## config.mk

```make
export PLATFORM = sky130hd
export DESIGN_NAME = uart_tx_serializer
export DESIGN_NICKNAME = d
export VERILOG_FILES = /design/src/rtl/uart_tx_serializer.sv
export SDC_FILE = /design/constraint.sdc
export NUM_CORES = 1
export LEC_CHECK = 0
export ABC_AREA = 1
export BUFFER_PORTS_ARGS = -buffer_cell sky130_fd_sc_hd__buf_2
export CAP_MARGIN = 10
export CELL_PAD_IN_SITES_DETAIL_PLACEMENT = 0
export CELL_PAD_IN_SITES_GLOBAL_PLACEMENT = 1
export CORE_AREA = 2 2 73 75
export DETAILED_ROUTE_END_ITERATION = 10
export DIE_AREA = 0 0 75 77
export PLACE_DENSITY_LB_ADDON = 0.1
export SYNTH_ARGS = -nofsm -noshare
export SYNTH_HDL_FRONTEND = slang
export SYNTH_SLANG_ARGS = --single-unit
```

## constraint.sdc

```tcl
create_clock -name clock -period 4.4 [get_ports clock]
set_input_delay 1.32 -clock clock [delete_from_list [all_inputs] [get_ports clock]]
set_output_delay 1.32 -clock clock [all_outputs]
set_load 0.05 [all_outputs]
```

## src/rtl/uart_tx_serializer.sv

```systemverilog
`default_nettype none
// ============================================================================
//  Module   : uart_tx_serializer
//  Brief    : 8-bit UART transmitter with selectable baud rate (2400..19200)
//             and optional odd/even parity. A byte is taken on a
//             tx_valid/tx_ready handshake and sent LSB first on data_tx.
//             Define UART_TX_TWO_STOP_EN to send two stop bits instead of one.
//  Revision : 1.0 - initial release
// ============================================================================
module uart_tx_serializer #(
    parameter int BASE_DIV = 2604          // clocks per bit at baud_rate 2'b11
) (
    input  logic       clock,
    input  logic       reset,
    input  logic [7:0] tx_data,
    input  logic       tx_valid,
    output logic       tx_ready,
    input  logic [1:0] baud_rate,
    input  logic [1:0] parity_type,
    output logic       data_tx,
    output logic       tx_active_flag,
    output logic       tx_done_flag
);

    // Counter must reach BASE_DIV*8-1 (slowest rate, 2400 baud).
    localparam int              c_cnt_w = $clog2(BASE_DIV * 8);
    // One extra bit so the shifted period itself never wraps.
    localparam logic [c_cnt_w:0] c_base  = (c_cnt_w + 1)'(BASE_DIV);
    localparam logic [c_cnt_w:0] c_one   = (c_cnt_w + 1)'(1);

    typedef enum logic [2:0] {
        IDLE   = 3'd0,
        START  = 3'd1,
        DATA   = 3'd2,
        PARITY = 3'd3,
        STOP   = 3'd4
    } state_t;

    state_t               r_state,  w_state_nxt;
    logic [c_cnt_w-1:0]   r_cnt,    w_cnt_nxt;
    logic [2:0]           r_idx,    w_idx_nxt;
    logic [7:0]           r_data,   w_data_nxt;
    logic [1:0]           r_baud,   w_baud_nxt;
    logic [1:0]           r_par,    w_par_nxt;
    logic                 r_tx,     w_tx_nxt;
    logic                 r_done,   w_done_nxt;
`ifdef UART_TX_TWO_STOP_EN
    logic                 r_stop2,  w_stop2_nxt;   // high while in the second stop bit
`endif

    logic [c_cnt_w:0]     w_period;
    logic [c_cnt_w:0]     w_last;
    logic                 w_bit_end;
    logic [2:0]           w_idx_inc;
    logic                 w_par_bit;
    logic                 w_par_en;

    // Bit period derived from the rate latched with the current byte.
    always_comb begin
        w_period  = c_base << (2'd3 - r_baud);
        w_last    = w_period - c_one;
        w_bit_end = ({1'b0, r_cnt} == w_last);
        w_idx_inc = r_idx + 3'd1;
        w_par_en  = (r_par == 2'b01) || (r_par == 2'b10);
        w_par_bit = (r_par == 2'b01) ? ~^r_data : ^r_data;
    end

    // Next-state and next-output logic for the frame sequencer.
    always_comb begin
        w_state_nxt = r_state;
        w_cnt_nxt   = w_bit_end ? '0 : r_cnt + c_cnt_w'(1);
        w_idx_nxt   = r_idx;
        w_data_nxt  = r_data;
        w_baud_nxt  = r_baud;
        w_par_nxt   = r_par;
        w_tx_nxt    = r_tx;
        w_done_nxt  = 1'b0;
`ifdef UART_TX_TWO_STOP_EN
        w_stop2_nxt = r_stop2;
`endif
        case (r_state)
            IDLE: begin
                w_cnt_nxt = '0;
                w_idx_nxt = 3'd0;
                w_tx_nxt  = 1'b1;
`ifdef UART_TX_TWO_STOP_EN
                w_stop2_nxt = 1'b0;
`endif
                if (tx_valid) begin
                    w_data_nxt  = tx_data;
                    w_baud_nxt  = baud_rate;
                    w_par_nxt   = parity_type;
                    w_tx_nxt    = 1'b0;          // start bit on the next cycle
                    w_state_nxt = START;
                end
            end
            START: begin
                if (w_bit_end) begin
                    w_idx_nxt   = 3'd0;
                    w_tx_nxt    = r_data[0];
                    w_state_nxt = DATA;
                end
            end
            DATA: begin
                if (w_bit_end) begin
                    if (r_idx == 3'd7) begin
                        if (w_par_en) begin
                            w_tx_nxt    = w_par_bit;
                            w_state_nxt = PARITY;
                        end else begin
                            w_tx_nxt    = 1'b1;
                            w_state_nxt = STOP;
                        end
                    end else begin
                        w_idx_nxt = w_idx_inc;
                        w_tx_nxt  = r_data[w_idx_inc];
                    end
                end
            end
            PARITY: begin
                if (w_bit_end) begin
                    w_tx_nxt    = 1'b1;
                    w_state_nxt = STOP;
                end
            end
            STOP: begin
                if (w_bit_end) begin
`ifdef UART_TX_TWO_STOP_EN
                    if (!r_stop2) begin
                        w_stop2_nxt = 1'b1;
                    end else begin
                        w_stop2_nxt = 1'b0;
                        w_done_nxt  = 1'b1;
                        w_state_nxt = IDLE;
                    end
`else
                    w_done_nxt  = 1'b1;
                    w_state_nxt = IDLE;
`endif
                end
            end
            default: begin
                w_tx_nxt    = 1'b1;
                w_state_nxt = IDLE;
            end
        endcase
    end

    // State and datapath registers; reset aborts any frame without a done pulse.
    always_ff @(posedge clock) begin
        if (reset) begin
            r_state <= IDLE;
            r_cnt   <= '0;
            r_idx   <= 3'd0;
            r_data  <= 8'h00;
            r_baud  <= 2'b00;
            r_par   <= 2'b00;
            r_tx    <= 1'b1;
            r_done  <= 1'b0;
`ifdef UART_TX_TWO_STOP_EN
            r_stop2 <= 1'b0;
`endif
        end else begin
            r_state <= w_state_nxt;
            r_cnt   <= w_cnt_nxt;
            r_idx   <= w_idx_nxt;
            r_data  <= w_data_nxt;
            r_baud  <= w_baud_nxt;
            r_par   <= w_par_nxt;
            r_tx    <= w_tx_nxt;
            r_done  <= w_done_nxt;
`ifdef UART_TX_TWO_STOP_EN
            r_stop2 <= w_stop2_nxt;
`endif
        end
    end

    assign tx_ready       = (r_state == IDLE);
    assign tx_active_flag = (r_state != IDLE);
    assign data_tx        = r_tx;
    assign tx_done_flag   = r_done;

endmodule
`default_nettype wire

```

==> results of run 1 <==
==> state kept, by name, summed over array words and instances, names as in the netlist <==
signal / cells
data_tx: 1
r_baud: 2
r_cnt: 15
r_data: 8
r_idx: 3
r_par: 2
r_state: 3
tx_done_flag: 1
==> stage by stage <==
step           instances  hold slack [ps]  power [mW]  worst slack, ps
2_1_floorplan        333              417        1.02             2110
3_3_place_gp         416              431        1.14             1950
3_5_place_dp         416              439        1.14             1960
4_1_cts              424              457        1.44             1720
5_1_grt              424              466        1.55             1620
6_report             424              454        1.42             1740
==> critical path, stage by stage (launching register included) <==
cell and delay, ps:
dfxtp_1 410, nor2_1 70, inv_2 130, nor2_8 70
inv_2 110, buf_2 270
==> report_power, final <==
| part | switching [mW] | total (mW) | internal, mW | leakage (nW) |
|---|---|---|---|---|
| registers | 0.0651 | 0.439 | 0.374 | 0.286 |
| logic | 0.454 | 0.690 | 0.236 | 0.739 |
| clock network | 0.122 | 0.291 | 0.169 | 0.0581 |
==> logic make-up (layout without fill, tap and decap cells) <==
| group | Yosys count | count (layout) | synth area share (%) |
|---|---|---|---|
| simple gates | 190 | 190 | 40.6 |
| buf+inv | 50 | 71 | 9.11 |
| compound gates | 35 | 35 | 8.27 |
| flops | 35 | 35 | 31.3 |
| xor+xnor | 13 | 13 | 5.09 |
| fa+ha+maj | 10 | 10 | 5.59 |
==> cells in the mapped netlist <==
cell      number
nand2_1       94
inv_1         36
dfxtp_1       35
nand3_1       33
nor2_1        32
a21oi_1       22
o21ai_0       11
ha_1          10
xor2_1        10
inv_2          9
nor2_2         7
nor3_1         5
nand2_4        3
xnor2_1        3
buf_6          2
clkbuf_1       2
nand2_2        2
nand3_2        2
nand3_4        2
nand4_1        2
nor2_4         2
nor3_2         2
buf_2          1
nor2_8         1
nor3b_1        1
nor4_2         1
o211ai_1       1
o211ai_2       1
or2_1          1
==> area by class of cell <==
| type | instances | area share [%] |
|---|---|---|
| well taps | 70 | 3.51 |
| multi-input cells | 248 | 53.5 |
| clock buffers | 5 | 2.76 |
| inverters | 45 | 6.77 |
| flip-flops and latches | 35 | 28.1 |
| clock inverters | 3 | 1.76 |
| repair buffers | 18 | 3.61 |
==> layer usage <==
layer / global-route usage (%) / wire length, um / up-vias
li1: - / - / 1088
met1: 22.3 / 2190 / 869
met2: 32.1 / 2480 / 21
met3: 3.55 / 109 / 6
met4: 5.36 / 59 / 0
met5: 0 / 0 / -
==> how the worst max path moves through the flow <==
stage	start	end	slack (ps)	cells after the start
finish	r_state[2]	tx_active_flag	1740	5
global route	r_state[2]	tx_active_flag	1620	5
CTS	r_state[2]	tx_active_flag	1720	5
detailed placement	reset	r_cnt[9]	1960	4
global placement	reset	r_cnt[9]	1950	4
floorplan	r_state[0]	tx_active_flag	2110	4
==> impl_metrics.ini, run 1 <==
[outcome]
status = finished, final reports clean

[clock_tree]
cts_resized = 0
worstSkewPairLatency_ps = 290
clk_pin_slew_worst_paths_ps = 80
postCtsSetupBuffers = 0
clock_sinks = 35
clock_path_buffers = 2
cts_tree = done
numCtsBuffers = 5
cts-htree-levels = 2
hold_buffers = 0
cts.root.buffer_cell = clkbuf_8

[routing]
wl_per_cell_um = 11.4
finalWirelength_um = 4840
detail-route-antenna-nets = 0
viasPerCell = 4.68
via_count = 1984
drt-pass1-iter-count = 5
first_iter_violations = 65
drcViolationCount = 0

[cells_and_area]
multi_input_area_um2 = 1330
drive_above_1_share_pct = 16.4
fin_util_pct = 50.1
layout_common_cells = nand2_1 (94), inv_1 (36), dfxtp_1 (35)
n_antenna_cell = 0
regArea_um2 = 701
fin_area_um2 = 2490
num-nets-final = 378
layout_commonest_cell = nand2_1
final.fill_count = 557
synthToLayoutAreaGrowth_pct = 11.4

[setup_path]
start_kind = register
required_ps = 3080
regToRegStartpoint = r_baud[0]
cp.arrival_ps = 1340
worst-setup-path-type = register to output pin
reg2reg_depth = 12
rrSetupSlack_ps = 2370
cp-end-kind = output pin
path_max_fanout = 10
r2r_end = r_state[1]

[pwr]
p_leak_nw = 1.08
ir_drop_mv = 0.358
p_per_area_nw_per_um2 = 569

[floorplanning]
die_area_um2 = 5780
io_pins = 19
initial_core_util_pct = 45.0
core_um2 = 4980
num_rows = 26
die_height_um = 77
die_w_um = 75

[worst_hold_path]
hold_depth = 1
hp-class = register to register
hold_end = r_cnt[0]
hold_start = r_cnt[0]

[logic_synthesis]
synthesis.nets = 358
synth_seq_cells = 35
ys_warn_count = 0
synth_cell_types = 29
avgSynthCellArea_um2 = 6.72
synth.area.top_cells = dfxtp_1 (31%), nand2_1 (16%), nand3_1 (7.4%)
synth.largest_area_cell = dfxtp_1
syn-cell-area_um2 = 2240
synth_top_area_share_pct = 31.3
syn_inst = 333
ys_seq_area_share_pct = 31.3

[sta]
grt_setup_unrepaired = no
relSlewSlack_pct = 66.7
worst_pin_slew_ps = 498
max_freq_mhz = 376
min_period_ps = 2660
skew_ps = 8.45
setup_violations = 0
final_hold_viol_count = 0
drv_slew = 0
fin_crit_sh_pct = 60.5
setup_tns_ps = 0

[global_route]
antenna_found_initial = 0
grt-ovfl-total = 0
grt_pass1_wl_um = 8180
grt_usage_pct = 18.4
grt_max_degree = 18
grt_pass1_vias = 1787

[placement]
post-dp-hpwl_um = 3780
post_dp_cell_area_um2 = 2380
io_buffers = 18
place_congestion = 0.771

[flow_run]
drv_cap = 0
No activity file was read; power rests on OpenSTA's default activity.
==> run 2, diff against run 1 <==
CORE_AREA = 2 2 77 79   (was 2 2 73 75)
DIE_AREA = 0 0 79 81   (was 0 0 75 77)
clock period = 2.5 ns   (was 4.4 ns; I/O delays follow)
==> impl_metrics.ini, run 2 (same netlist as run 1, synthesis figures left out) <==
[cells_and_area]
top_regs = r_cnt (15), r_data (8)
num-nets-final = 380
layout_commonest_cell = nand2_1
final.fill_count = 637
regArea_um2 = 701
n_antenna_cell = 0
layout_common_cells = nand2_1 (94), inv_1 (36), dfxtp_1 (35)
largest_reg_flops = 15
multi_input_area_um2 = 1330
fin_area_um2 = 2480
regMostFlops = r_cnt
drive_above_1_share_pct = 16.3
synthToLayoutAreaGrowth_pct = 11.0

[clock_tree]
cts-htree-levels = 2
clk_pin_slew_worst_paths_ps = 70
clock_path_buffers = 2
postCtsSetupBuffers = 0
worstSkewPairLatency_ps = 280
cts_resized = 0
clock_sinks = 35
cts.root.buffer_cell = clkbuf_8
hold_buffers = 0
numCtsBuffers = 5
cts_tree = done

[placement]
dp_slack_ps = 542
post-dp-hpwl_um = 3830
place_congestion = 0.859
post_dp_cell_area_um2 = 2400
io_buffers = 18

[routing]
finalWirelength_um = 4850
viasPerCell = 4.68
via_count = 2015
drt-pass1-iter-count = 4
drcViolationCount = 0
detail-route-antenna-nets = 0
wl_per_cell_um = 11.2
first_iter_violations = 52

[worst_hold_path]
hold_start = r_cnt[0]
hold_end = r_cnt[0]
hold_depth = 1
hp-class = register to register

[pwr]
ir_drop_mv = 0.458
p_leak_nw = 1.08
p_per_area_nw_per_um2 = 965

[global_route]
grt_usage_pct = 17.5
grt_pass1_wl_um = 8800
grt-ovfl-total = 0
antenna_found_initial = 0
grt_pass1_vias = 2030
grt_max_degree = 16

[sta]
setup_slack_ps = 377
final_hold_viol_count = 0
drv_slew = 0
worst_pin_slew_ps = 375
setup_tns_ps = 0
relSlewSlack_pct = 74.9
fin_crit_sh_pct = 84.9
skew_ps = 2.99
holdWs_ps = 455
grt_setup_unrepaired = no
setup_violations = 0
max_freq_mhz = 471
min_period_ps = 2120

[floorplanning]
num_rows = 28
die_area_um2 = 6400
io_pins = 19
die_w_um = 79
core_um2 = 5680
initial_core_util_pct = 39.4
die_height_um = 81

[setup_path]
rrSetupSlack_ps = 540
required_ps = 1750
cpPeakStageDelay_ps = 440
worst-setup-path-type = register to output pin
crit_chain = nor2_1 > inv_2 > nor2_8 > inv_2 > buf_2
worst_path_max_delay_cell = dfxtp_1
cp-end-kind = output pin
start_kind = register
crit_path_frequent_cell = inv_2
r2r_end = r_state[1]
reg2reg_depth = 12
regToRegStartpoint = r_baud[0]
cp.arrival_ps = 1370
path_max_fanout = 10
cp_num_buf_inv = 3
crit_family = buffers and inverters

[flow_run]
drv_cap = 0

[outcome]
status = finished, final reports clean
run 2: changes by cell type in the layout (fill, tap and decap cells not counted), sizes merged:
cell,change
clkbuf,+2
bufinv,-1
clkinv,-1
buf,+2
run 2: power by group:
group	internal, mW	switching (mW)
registers	0.658	0.114
logic	0.424	0.809
clock network	0.195	0.197
total	1.28	1.12
run 2: worst max-delay path by stage:
stage	start	end	slack [ps]	cells after the start
6_report	r_state[2]	tx_active_flag	380	5
5_1_grt	r_baud[1]	r_cnt[9]	250	10
4_1_cts	r_state[2]	tx_active_flag	360	5
3_5_place_dp	r_baud[0]	r_cnt[9]	540	9
3_3_place_gp	r_baud[1]	r_cnt[9]	530	10
2_1_floorplan	r_baud[0]	r_state[1]	730	12
run 2: cell type report:
type                       count  area share, %
multi-input combinational    248           53.7
sequential                    35           28.2
timing repair buffer          20           4.23
tap                           75           3.78
inverter                      45           6.80
clock buffer                   7           3.07
clock inverter                 1          0.202
run 2: stage by stage:
stage | util (%) | std cells | total power, mW
final | 43.8 | 431 | 2.40
after global routing | 43.8 | 431 | 2.67
after CTS | 43.8 | 431 | 2.45
after detailed placement | 42.3 | 423 | 2.03
after global placement | 42.3 | 423 | 2.04
after floorplan | - | 333 | 1.79
run 2: layer usage:
metal / track usage, % / up-vias / part of all wire [%]
li1: - / 1096 / -
met1: 18.9 / 897 / 45
met2: 33.6 / 18 / 52
met3: 3.67 / 4 / 1.7
met4: 6.03 / 0 / 0.83
met5: 0 / - / 0
run 2: worst register-to-register path: stages, from the launching register on:
cell and delay (ps):
dfxtp_1 450, inv_2 120, ha_1 270, nor2_1 150
nand2_1 60, o21ai_0 170, nand2_1 70, nand2_1 100
nand3_4 130, nand2_4 110, nand2_4 60, nor2_1 110
nor2_2 50
